File: config.mk
export PLATFORM = sky130hd
export DESIGN_NAME = sensor_input_conditioner_flat
export DESIGN_NICKNAME = d
export VERILOG_FILES = /design/src/rtl/sensor_input_conditioner_if.sv /design/src/rtl/sensor_input_conditioner.sv /design/src/flat_wrapper.sv
export SDC_FILE = /design/constraint.sdc
export NUM_CORES = 1
export LEC_CHECK = 0
export CAP_MARGIN = 5
export CORE_MARGIN = 2
export CORE_UTILIZATION = 40
export CTS_CLUSTER_SIZE = 10
export DETAILED_ROUTE_END_ITERATION = 6
export GPL_TIMING_DRIVEN = 0
export MAX_ROUTING_LAYER = met4
export SLEW_MARGIN = 10
export SYNTH_ARGS = -nofsm -noshare
export SYNTH_HDL_FRONTEND = slang
export SYNTH_SLANG_ARGS = --single-unit
File: constraint.sdc
create_clock -name i_clk -period 8.3 [get_ports i_clk]
set_clock_uncertainty 0.15 [all_clocks]
set_input_delay 1.66 -clock i_clk [delete_from_list [all_inputs] [get_ports i_clk]]
set_output_delay 1.66 -clock i_clk [all_outputs]
set_load 0.03 [all_outputs]
File: src/rtl/sensor_input_conditioner_if.sv
// Bundle of raw switch inputs and conditioned outputs for the sensor input conditioner.
interface sensor_input_conditioner_if;
    logic [5:0] raw_sensors;
    logic [1:0] raw_buttons;
    logic [5:0] sensors_clean;
    logic [1:0] buttons_level;
    logic [1:0] button_press;
    logic       sensors_valid;
    logic       level_conflict;

    modport master (
        output raw_sensors,
        output raw_buttons,
        input  sensors_clean,
        input  buttons_level,
        input  button_press,
        input  sensors_valid,
        input  level_conflict
    );

    modport slave (
        input  raw_sensors,
        input  raw_buttons,
        output sensors_clean,
        output buttons_level,
        output button_press,
        output sensors_valid,
        output level_conflict
    );
endinterface

File: src/rtl/sensor_input_conditioner.sv
// Synchronizes and debounces six sensor switches and two push buttons, generates press pulses,
// a startup-valid flag and a water-level consistency flag.
module sensor_input_conditioner #(
    parameter int unsigned DEBOUNCE_CYCLES   = 16,
    parameter bit          BUTTON_ACTIVE_LOW = 1'b1
) (
    input  logic                        i_clk,
    input  logic                        i_rst,
    sensor_input_conditioner_if.slave   io_sic
);
    localparam int         NCH        = 8;
    localparam logic [7:0] CNT_LAST   = 8'(DEBOUNCE_CYCLES - 1);
    localparam logic [8:0] START_LAST = 9'(DEBOUNCE_CYCLES + 1);

    logic [NCH-1:0] w_raw;
    logic [NCH-1:0] r_sync1;
    logic [NCH-1:0] r_sync2;
    logic [NCH-1:0] r_filt;
    logic [7:0]     r_cnt [NCH];
    logic [NCH-1:0] w_filt_next;
    logic [7:0]     w_cnt_next [NCH];
    logic [8:0]     r_start;
    logic           r_valid;
    logic           w_valid_next;
    logic [1:0]     r_press;
    logic           r_conflict;
    logic           w_conflict;

    // Buttons are folded to active-high before the synchronizer so reset 0 means "released".
    assign w_raw = {(BUTTON_ACTIVE_LOW ? ~io_sic.raw_buttons : io_sic.raw_buttons),
                    io_sic.raw_sensors};

    always_comb begin
        for (int i = 0; i < NCH; i++) begin
            w_filt_next[i] = r_filt[i];
            w_cnt_next[i]  = 8'd0;
            if (r_sync2[i] != r_filt[i]) begin
                if (r_cnt[i] == CNT_LAST) begin
                    w_filt_next[i] = r_sync2[i];
                end else begin
                    w_cnt_next[i] = r_cnt[i] + 8'd1;
                end
            end
        end
    end

    assign w_valid_next = r_valid | (r_start == START_LAST);

    // Conflict looks at the filtered levels before this edge, giving the one-cycle lag.
    assign w_conflict = (r_filt[2] & ~r_filt[1]) |
                        (r_filt[1] & ~r_filt[0]) |
                        (r_filt[2] & ~r_filt[0]);

    always_ff @(posedge i_clk or posedge i_rst) begin
        if (i_rst) begin
            r_sync1    <= '0;
            r_sync2    <= '0;
            r_filt     <= '0;
            for (int i = 0; i < NCH; i++) begin
                r_cnt[i] <= 8'd0;
            end
            r_start    <= 9'd0;
            r_valid    <= 1'b0;
            r_press    <= 2'b00;
            r_conflict <= 1'b0;
        end else begin
            r_sync1 <= w_raw;
            r_sync2 <= r_sync1;
            r_filt  <= w_filt_next;
            for (int i = 0; i < NCH; i++) begin
                r_cnt[i] <= w_cnt_next[i];
            end
            if (!r_valid) begin
                r_start <= r_start + 9'd1;
            end
            r_valid    <= w_valid_next;
            r_press    <= w_filt_next[7:6] & ~r_filt[7:6] & {2{w_valid_next}};
            r_conflict <= w_conflict & w_valid_next;
        end
    end

    assign io_sic.sensors_clean  = r_filt[5:0];
    assign io_sic.buttons_level  = r_filt[7:6];
    assign io_sic.button_press   = r_press;
    assign io_sic.sensors_valid  = r_valid;
    assign io_sic.level_conflict = r_conflict;
endmodule

File: src/flat_wrapper.sv
// flat-port wrapper written by rule: the top's interface ports become plain ports
module sensor_input_conditioner_flat 
#(
    parameter int unsigned DEBOUNCE_CYCLES   = 16,
    parameter bit          BUTTON_ACTIVE_LOW = 1'b1
)
  (i_clk, i_rst, io_sic_raw_sensors, io_sic_raw_buttons, io_sic_sensors_clean, io_sic_buttons_level, io_sic_button_press, io_sic_sensors_valid, io_sic_level_conflict);
  sensor_input_conditioner_if io_sic_i ();
  input  logic i_clk;
  input  logic i_rst;
  input wire logic [$bits(io_sic_i.raw_sensors)-1:0] io_sic_raw_sensors;
  input wire logic [$bits(io_sic_i.raw_buttons)-1:0] io_sic_raw_buttons;
  output wire logic [$bits(io_sic_i.sensors_clean)-1:0] io_sic_sensors_clean;
  output wire logic [$bits(io_sic_i.buttons_level)-1:0] io_sic_buttons_level;
  output wire logic [$bits(io_sic_i.button_press)-1:0] io_sic_button_press;
  output wire logic [$bits(io_sic_i.sensors_valid)-1:0] io_sic_sensors_valid;
  output wire logic [$bits(io_sic_i.level_conflict)-1:0] io_sic_level_conflict;
  assign io_sic_i.raw_sensors = io_sic_raw_sensors;
  assign io_sic_i.raw_buttons = io_sic_raw_buttons;
  assign io_sic_sensors_clean = io_sic_i.sensors_clean;
  assign io_sic_buttons_level = io_sic_i.buttons_level;
  assign io_sic_button_press = io_sic_i.button_press;
  assign io_sic_sensors_valid = io_sic_i.sensors_valid;
  assign io_sic_level_conflict = io_sic_i.level_conflict;
  sensor_input_conditioner #(.DEBOUNCE_CYCLES(DEBOUNCE_CYCLES), .BUTTON_ACTIVE_LOW(BUTTON_ACTIVE_LOW)) u_core (.i_clk(i_clk), .i_rst(i_rst), .io_sic(io_sic_i));
endmodule
# Word level (Yosys, flattened, before mapping)
# Index checks and enable logic that the tools add are counted.
[word_totals] word_cells=86 register_bits=101 input_bits=10 out_inout_bits=12
[op_classes] n_reduce_logical=6 n_mux=20 n_addsub=9 eq_ne=17 bitwise_logic=13
[op_table] op="$mux 8" n=16
[op_table] op="$add 8x1->8 const B" n=8
[op_table] op="$eq 8x4->1 const B" n=8
[op_table] op="$reduce_and 2->1" n=6
[op_table] op="$add 9x1->9 const B" n=1
[op_table] op="$eq 9x5->1 const B" n=1
[op_table] op="$ne 1x1->1" n=8
[op_table] op="$and 1x1->1" n=4
[op_table] op="$and 2x2->2" n=2
[op_table] op="$mux 1" n=4
[op_table] op="$not 2->2" n=2
[op_table] op="$or 1x1->1" n=3
[op_table] op="$not 1->1" n=2

# Logic depth before layout (Yosys ltp)
[logic_depth] depth_word=5 ltp_mapped=5 depth_no_buf=5

# Worst setup path after synthesis
# No wires, ideal clock.
[synth_timing] path_kind="register to output" start="reg u_core.r_valid, in the netlist u_core.io_sic.sensors_valid" end="out io_sic_sensors_valid" stages_incl_launch_ff=1 slack_ns=5.920 arrival_ns=0.570 path_cell_list="dfrtp_1"
[synth_rtl] item="from (decl)" line="sensor_input_conditioner.sv:23" text="logic r_valid;"
[synth_rtl] item="from (signal assigned)" line="sensor_input_conditioner.sv:76" text="r_valid <= w_valid_next;"
[synth_rtl] item="to (decl)" line="flat_wrapper.sv:16" text="output wire logic [$bits(io_sic_i.sensors_valid)-1:0] io_sic_sensors_valid;"
# No word-level cell between the ends.

# Final worst setup path
[layout_timing] start="reg u_core.r_valid, in the netlist u_core.io_sic.sensors_valid" end="out io_sic_sensors_valid"
# No word-level cell between the ends.

==> impl_results.md <==
- Outcome: finished, final reports clean
- Gpl congestion: 0.7519
- Initial antenna violation count: 0
- CORE AREA: roughly 11000 µm²
- Area Growth Syn to Fin: 14.44%
- Sequential Power Share: 0.574
- Global-route wire length before repair: 12.76 mm
- Period utilization: 0.4045
- Layout cells sized above 1: 0.08706
- Io pins: 22
- WS Path Type: reg -> out
- Vias in the first global route: around 2900
- Number of hold violations in the final report: 0
- Pin count of the biggest net entering global routing: 60
- Yosys cell types: 39
- Top cell type's share of synthesized area: 0.5709
- Fin util: 0.4673
- R2r setup slk: 6.54 ns
- Combinational power share: 0.051
- Die H: 109.2 µm
- Fin Setup TNS: 0 ns
- Antenna Cells: 0
- Clock power frac: 0.376
- Final Max Tran Viols: 0
- Clock latency on the worst-skew pair: 0.36 ns
- Worst Setup End Kind: output port
- Peak supply drop: about 0.17 mV
- Clk slew on worst S/H paths: 0.09 ns
- Syn Std Cell Area: 4427 µm²
- Post-synth ARST share: 1.000
- Crit path DAT: 1.55 ns
- Yosys warns: 0
- H-Tree Depth: 3
- Die ar.: 11920 µm²
- Crit path required time: 6.49 ns
- Critical Path Start Type: flop
- Post-synth top cells: dfrtp_1 (101), a21oi_1 (32), or3_1 (30)
- Initial DRT Pass Iterations: 4
- RSZ-0062 raised after global routing: no
- Post-Syn Instances: around 390
- CTS tree: yes
- CTS resizes: 0
- Clock sink total: approximately 100
- Site Rows: 38
- Setup WS post-layout: 4.942 ns
- Int Pwr: approximately 0.00071 W
- Number of nets in the layout: 441
- Slew @ Worst Pin: 0.6747 ns
- Achievable Freq: 297.8 MHz
- R2R Path End: u_core.io_sic.button_press[1]
- Placed insts: between 500 and 600
- Final WL: ~7.1 mm
- Cts bufs inserted: 9
- Crit-path leading delay family: buffers and inverters
- Post-route ant nets: 0
- Pwr/cell area: 179.3 nW/µm²
- Max_cap viols: 0
- Post-synthesis register bit count: 101
- CP Depth: 1
- Initial DRC count: between 200 and 250
- Largest stage delay on the critical path: about 0.7 ns
- Post-synthesis net count: 408
- Most common cell in the netlist: dfrtp_1
- Headroom to the max-slew limit: 0.5470
- Tot GR Track Use: 0.1385
- Mapped Avg Cell Area: 11.41 µm²
- Leak: ~2.1 nW
- Die Wd: ~110 µm
- Cells along the critical path: clkdlybuf4s50_1
- CP endpoint: io_sic_sensors_valid
- CP max FO: 9
- Sw Pwr: between 0.00015 and 0.0002 W
- Final Critical Period: 3.358 ns
- Cell Count, Final, Fillers Out: 565
- HP Class: reg -> reg
- # hold bufs at CTS: 0
- Largest area contributor in the netlist: dfrtp_1
- Clock tree buffer depth: 2
- Starting Density: 0.4084
- Residual DRC: 0
- Top post-synthesis cells by area: dfrtp_1 (57%), or3_1 (4.2%), xnor2_1 (4.2%)
- Via count: 3006
- Post-DP HPWL: about 4.8 mm
- Post-CTS Setup Repair Bufs: 0
- Switching share of power: 0.2164
- Number of synthesized flops with an enable pin: 0
- Routed wire length per instance: around 13 µm
- GR Overflow Total: 0
- Port Buffers: 21
- Vias/cell: 5.320
- Worst path slowest cell: clkdlybuf4s50_1
- Top FF cell, synth: dfrtp_1
- Setup Viol. Count Final: 0
- Reg2reg start: u_core.r_start[1]
- Place WS: 5.323 ns
- Root buf cell: clkbuf_8
- Seq/Total Area, Yosys: 0.5709
- Crit path buf inv count: 1
- R2r worst-path depth: 5
- Critical Path Start: u_core.io_sic.sensors_valid
-- placed cells by master (no fill, tap or decap), drive strengths merged, types with 6 or more instances in the layout --
master / netlist / final
dfrtp: 101 / 101
a21oi: 32 / 32
or3: 31 / 31
o21ai: 26 / 26
xnor2: 21 / 21
clkdlybuf4s50: 0 / 21
nor2: 21 / 21
nand2: 20 / 20
nand3: 17 / 17
inv: 17 / 17
nand4: 12 / 12
clkbuf: 0 / 12
nor2b: 11 / 11
ha: 10 / 10
a31oi: 8 / 8
mux2: 8 / 8
nor4: 7 / 7
a41o: 6 / 6
-- registers in the layout (all words and copies together) (netlist names) --
name,count
u_core.io_sic.button_press,2
u_core.io_sic.level_conflict,1
u_core.io_sic.sensors_valid,1
u_core.r_cnt,64
u_core.r_filt,8
u_core.r_start,9
u_core.r_sync1,8
u_core.r_sync2,8
-- power groups by stage --
stage	logic [W]	clock network (W)	registers, W
after floorplan	0.0000326	0	0.000528
after global placement	0.0000446	0	0.000530
after detailed placement	0.0000469	0	0.000531
after CTS	0.0000478	0.000359	0.000521
after global routing	0.0000541	0.000376	0.000524
final	0.0000460	0.000341	0.000521
-- cell families after synthesis --
group | count (synthesis) | synth area share
buf+inv | 18 | 0.01554
compound gates | 87 | 0.1224
flops | 101 | 0.5709
mux | 9 | 0.02261
simple gates | 138 | 0.1908
xor+xnor | 25 | 0.04946
fa+ha+maj | 10 | 0.02826
-- routing by layer --
layer	vias up	track usage	routed length (µm)
li1	1490	-	-
met1	1474	0.1730	3454
met2	33	0.2174	3296
met4	0	0.04340	99
met5	-	-	0
met3	9	0.04184	258
-- through the flow --
step / hold WS (ns) / cell area (µm²) / power [W]
2_1_floorplan: 0.1812 / 4427 / 0.0005606
5_1_grt: 0.2207 / 5066 / 0.0009537
3_3_place_gp: 0.1828 / 4812 / 0.0005746
3_5_place_dp: 0.1847 / 4842 / 0.0005775
6_report: 0.2038 / 5066 / 0.0009085
4_1_cts: 0.2058 / 5066 / 0.0009280
-- worst min-delay path by stage --
stage | from | endpoint | slack [ns] | depth (start not counted)
2_1_floorplan | u_core.r_sync1[0] | u_core.r_sync2[0] | 0.18 | 0
3_3_place_gp | u_core.r_sync1[2] | u_core.r_sync2[2] | 0.18 | 0
3_5_place_dp | u_core.r_sync1[2] | u_core.r_sync2[2] | 0.18 | 0
4_1_cts | u_core.r_sync1[2] | u_core.r_sync2[2] | 0.21 | 0
5_1_grt | u_core.r_sync1[2] | u_core.r_sync2[2] | 0.22 | 0
6_report | u_core.r_sync1[2] | u_core.r_sync2[2] | 0.20 | 0
-- area by class of cell --
cell class / count / area, µm²
multi-input combinational: 269 / 1831
fill: 1008 / 5774
tap: 140 / 175.2
sequential: 101 / 2527
buffer: 1 / 5.005
inverter: 17 / 66.31
timing repair buffer: 22 / 237.7
clock buffer: 12 / 155.1
clock inverter: 3 / 68.82
(Power assumes the default switching activity.)
==> edit 1: new RTL, same flow settings <==
`BUTTON_ACTIVE_LOW` is set to 1'b1 in 2 places; all go to 1'b0.
--- a/src/rtl/sensor_input_conditioner.sv
+++ b/src/rtl/sensor_input_conditioner.sv
@@ -4,3 +4,3 @@
     parameter int unsigned DEBOUNCE_CYCLES   = 16,
-    parameter bit          BUTTON_ACTIVE_LOW = 1'b1
+    parameter bit          BUTTON_ACTIVE_LOW = 1'b0
 ) (
--- a/src/flat_wrapper.sv
+++ b/src/flat_wrapper.sv
@@ -4,3 +4,3 @@
     parameter int unsigned DEBOUNCE_CYCLES   = 16,
-    parameter bit          BUTTON_ACTIVE_LOW = 1'b1
+    parameter bit          BUTTON_ACTIVE_LOW = 1'b0
 )
Behaviour: no difference found for any inputs over 10 cycles, from zero or initial values and one cycle with i_rst high; that may be too few to reach the edited logic, so the function may still have changed.
==> edit 1 against the original RTL <==
- maximum frequency shrank 0.10%
- sequential power about the same
- setup slack worse by 3.4 ps
- largest power group unchanged
- final area is 0.17% lower
- global-route usage grew 0.092 points
- sequential cell count stayed put
- die area fell by 0.16%
- register-to-register slack is essentially flat
- count of clock-buffer cells in the layout decreased by 1
- routed wire length is 0.66% higher
- area after synthesis is 0.17% lower
- power is 0.17% lower
==> edit 1: results (changes against the original RTL) <==
Yosys
  – Mux contribution to synthesized area: 0.0227 (was 0.0226)
  – Mapped Nets: 406 (was 408)
  – XOR/XNOR Fraction of Synth Area: 0.0495 (about the same)
  – Top cells by area, synth: dfrtp_1 57%, or3_1 4.2%, xnor2_1 4.2% (unchanged)
  – Post-synthesis compound-gate area fraction: 0.123 (was 0.122)
  – Sequential fraction of the synthesis area: 0.572 (was 0.571)
  – Syn Inst Count: 386 (was 388)

Place
  – Worst slack, placed: 5280 ps (was 5320 ps)
  – Placed Instances: 548 (was 550)
  – Final RePlAce weighted congestion: 0.755 (was 0.752)

Worst setup path
  – Data arrival time of the worst path: 1550 ps (about the same)
  – Reg2reg setup slack: 6550 ps (was 6540 ps)

Global routing
  – Met3 GRT Util: 0.0389 (was 0.0418)
  – Met2 usage: 0.221 (was 0.217)
  – Met1 Use GR: 0.176 (was 0.173)
  – Vias in the first global route: 2868 (was 2877)
  – First-pass GRT wire length: 12900 um (was 12800 um)
  – Total GRT Usage: 0.139 (about the same)

Cells and area
  – Layout cell share with drive strength beyond 1: 0.0896 (was 0.0871)
  – Layout Cells excl Fill: 564 (was 565)
  – Fin nets: 439 (was 441)

Outcome
  – Outcome: finished clean (unchanged)

Detailed routing
  – Met3 routed WL: 196 um (was 258 um)
  – First DRT Iteration DRCs: 145 (was 205)
  – Wl on met1: 3630 um (was 3450 um)
  – Drt pass-1 iters: 4 (unchanged)
  – Via density: 5.22 (was 5.32)

Power and ir drop
  – Pleak: 0.00208 uW (was 0.00209 uW)
  – Worst IR Drop VDD: 117 uV (was 167 uV)

Timing
  – Fin crit period: 3360 ps (about the same)
  – Worst slew margin: 0.542 (was 0.547)

CTS
  – Total CTS buffers: 9 (unchanged)
-- edit 1: through the flow --
stage | total power [uW] | hold slack [ps] | cell area, sq um
2_1_floorplan | 560 | 181 | 4420
6_report | 907 | 205 | 5060
3_3_place_gp | 574 | 183 | 4800
3_5_place_dp | 577 | 186 | 4830
5_1_grt | 950 | 214 | 5060
4_1_cts | 923 | 208 | 5060
-- edit 1: cell type report --
cell class	instances	area (sq um)
fill	971	5740
sequential	101	2530
multi-input combinational	269	1830
timing repair buffer	22	238
tap	140	175
clock buffer	11	141
clock inverter	5	81.3
inverter	15	58.8
buffer	1	5.00
-- edit 1: kinds of logic (layout without fill, tap and decap cells) --
group,after synthesis,after routing
mux,9,9
simple gates,138,138
xor+xnor,25,25
compound gates,87,87
flops,101,101
buf+inv,16,54
fa+ha+maj,10,10
-- edit 1: where the power goes --
group | internal (uW) | total [uW] | switching (uW)
combinational | 20.7 | 45.6 | 25.0
sequential | 506 | 521 | 15.4
clock | 179 | 340 | 161
total | 705 | 907 | 202
==> edit 2: new RTL, same flow settings <==
Made on the original files. Reset style: synchronous (`i_rst`), changed in one clocked block.
--- a/src/rtl/sensor_input_conditioner.sv
+++ b/src/rtl/sensor_input_conditioner.sv
@@ -53,3 +53,3 @@
 
-    always_ff @(posedge i_clk or posedge i_rst) begin
+    always_ff @(posedge i_clk) begin
         if (i_rst) begin
Function: no difference found for any inputs over 10 cycles, from zero or initial values and one cycle with i_rst high; that may be too few to reach the edited logic, so the function may still have changed.
==> edit 2 against the original RTL <==
- sequential cell count is the same
- area after synthesis shrank 10%
- non-clock buffer count grew 4
- setup slack lost 22 ps
- critical path type unchanged
- critical path depth is the same
- utilization is essentially flat
- worst hold slack gained 89 ps
- final cell count grew 5.3%
- routed wire length shrank 3.0%
- sequential share of layout area shrank 5.2 points
- highest routed layer unchanged
- first-iteration DRC count shrank 60%
- final area shrank 11%
Power is not compared: it rests on default switching activity, and its combinational part moved more than twofold at a synthesized area within 25%.
==> edit 2: results (changes against the original RTL) <==
Min path
  – Hold depth: 1 (was 0)
  – Worst hold path startpoint: u_core.r_sync1[7]$_SDFF_PP0_ (was u_core.r_sync1[2]$_DFF_PP0_)

Worst setup path
  – Reg2Reg Launch Point: u_core.r_cnt[0][56]$_SDFF_PP0_ (was u_core.r_start[1]$_DFFE_PP0N_)
  – Reg2reg setup slack: 6630 ps (was 6540 ps)
  – Data arrival time of the worst path: 1570 ps (was 1550 ps)

Detailed routing
  – Wl on met1: 3340 um (was 3450 um)
  – WL final: 6900 um (was 7110 um)
  – First DRT Iteration DRCs: 81 (was 205)

Yosys
  – Avg Cell Area, Syn: 9.33 sq um (was 11.4 sq um)
  – Synth async-reset ratio: 0 (was 1.00)
  – Top cells by area, synth: dfxtp_1 51%, or3_1 5.2%, a21oi_1 4.7% (was dfrtp_1 57%, or3_1 4.2%, xnor2_1 4.2%)
  – Yosys top cell area share: 0.510 (was 0.571)
  – Mapped Nets: 445 (was 408)
  – Most frequent cells after synthesis: 101 x dfxtp_1, 45 x nor2_1, 37 x a21oi_1, 33 x o21ai_0, 33 x or3_1 (was 101 x dfrtp_1, 32 x a21oi_1, 30 x or3_1, 25 x o21ai_0, 21 x xnor2_1)

Global routing
  – Pin count of the biggest net entering global routing: 18 (was 60)
  – Met3 GRT Util: 0.0258 (was 0.0418)
  – Total GRT Usage: 0.141 (was 0.139)

Timing
  – Final period util: 0.407 (was 0.405)
  – WHS: 293 ps (was 204 ps)
  – Worst slew margin: 0.578 (was 0.547)

Outcome
  – Outcome: finished clean (unchanged)

Place
  – Placed Instances: 579 (was 550)
  – Worst slack, placed: 4720 ps (was 5320 ps)
  – Final RePlAce weighted congestion: 0.787 (was 0.752)

Cells and area
  – Layout cell share with drive strength beyond 1: 0.0671 (was 0.0871)
==> edit 2: cell types whose count changed in the layout (fill, tap and decap cells not counted), moves of 10 or more <==
| cell | unedited run | this run |
|---|---|---|
| dfrtp_1 | 101 | 0 |
| dfxtp_1 | 0 | 101 |
| nand3_1 | 17 | 27 |
| xor2_1 | 4 | 19 |
| nor2_1 | 20 | 45 |
==> edit 2: area by class of cell <==
class | instances | area [sq um]
Timing Repair Buffer | 21 | 210
Tap cell | 133 | 166
Fill cell | 930 | 5160
Clock buffer | 10 | 138
Inverter | 20 | 75.1
Buffer | 6 | 22.5
Clock inverter | 6 | 46.3
Multi-Input combinational cell | 298 | 1850
Sequential cell | 101 | 2020
==> edit 2: cells by family after synthesis <==
logic type | share of synthesized area
XOR/XNOR | 0.0795
AO/OA/AOI/OAI | 0.121
multiplexers | 0.00252
adder cells (fa/ha/maj) | 0.0315
AND/OR/NAND/NOR | 0.231
buffers and inverters | 0.0246
flip-flops | 0.510
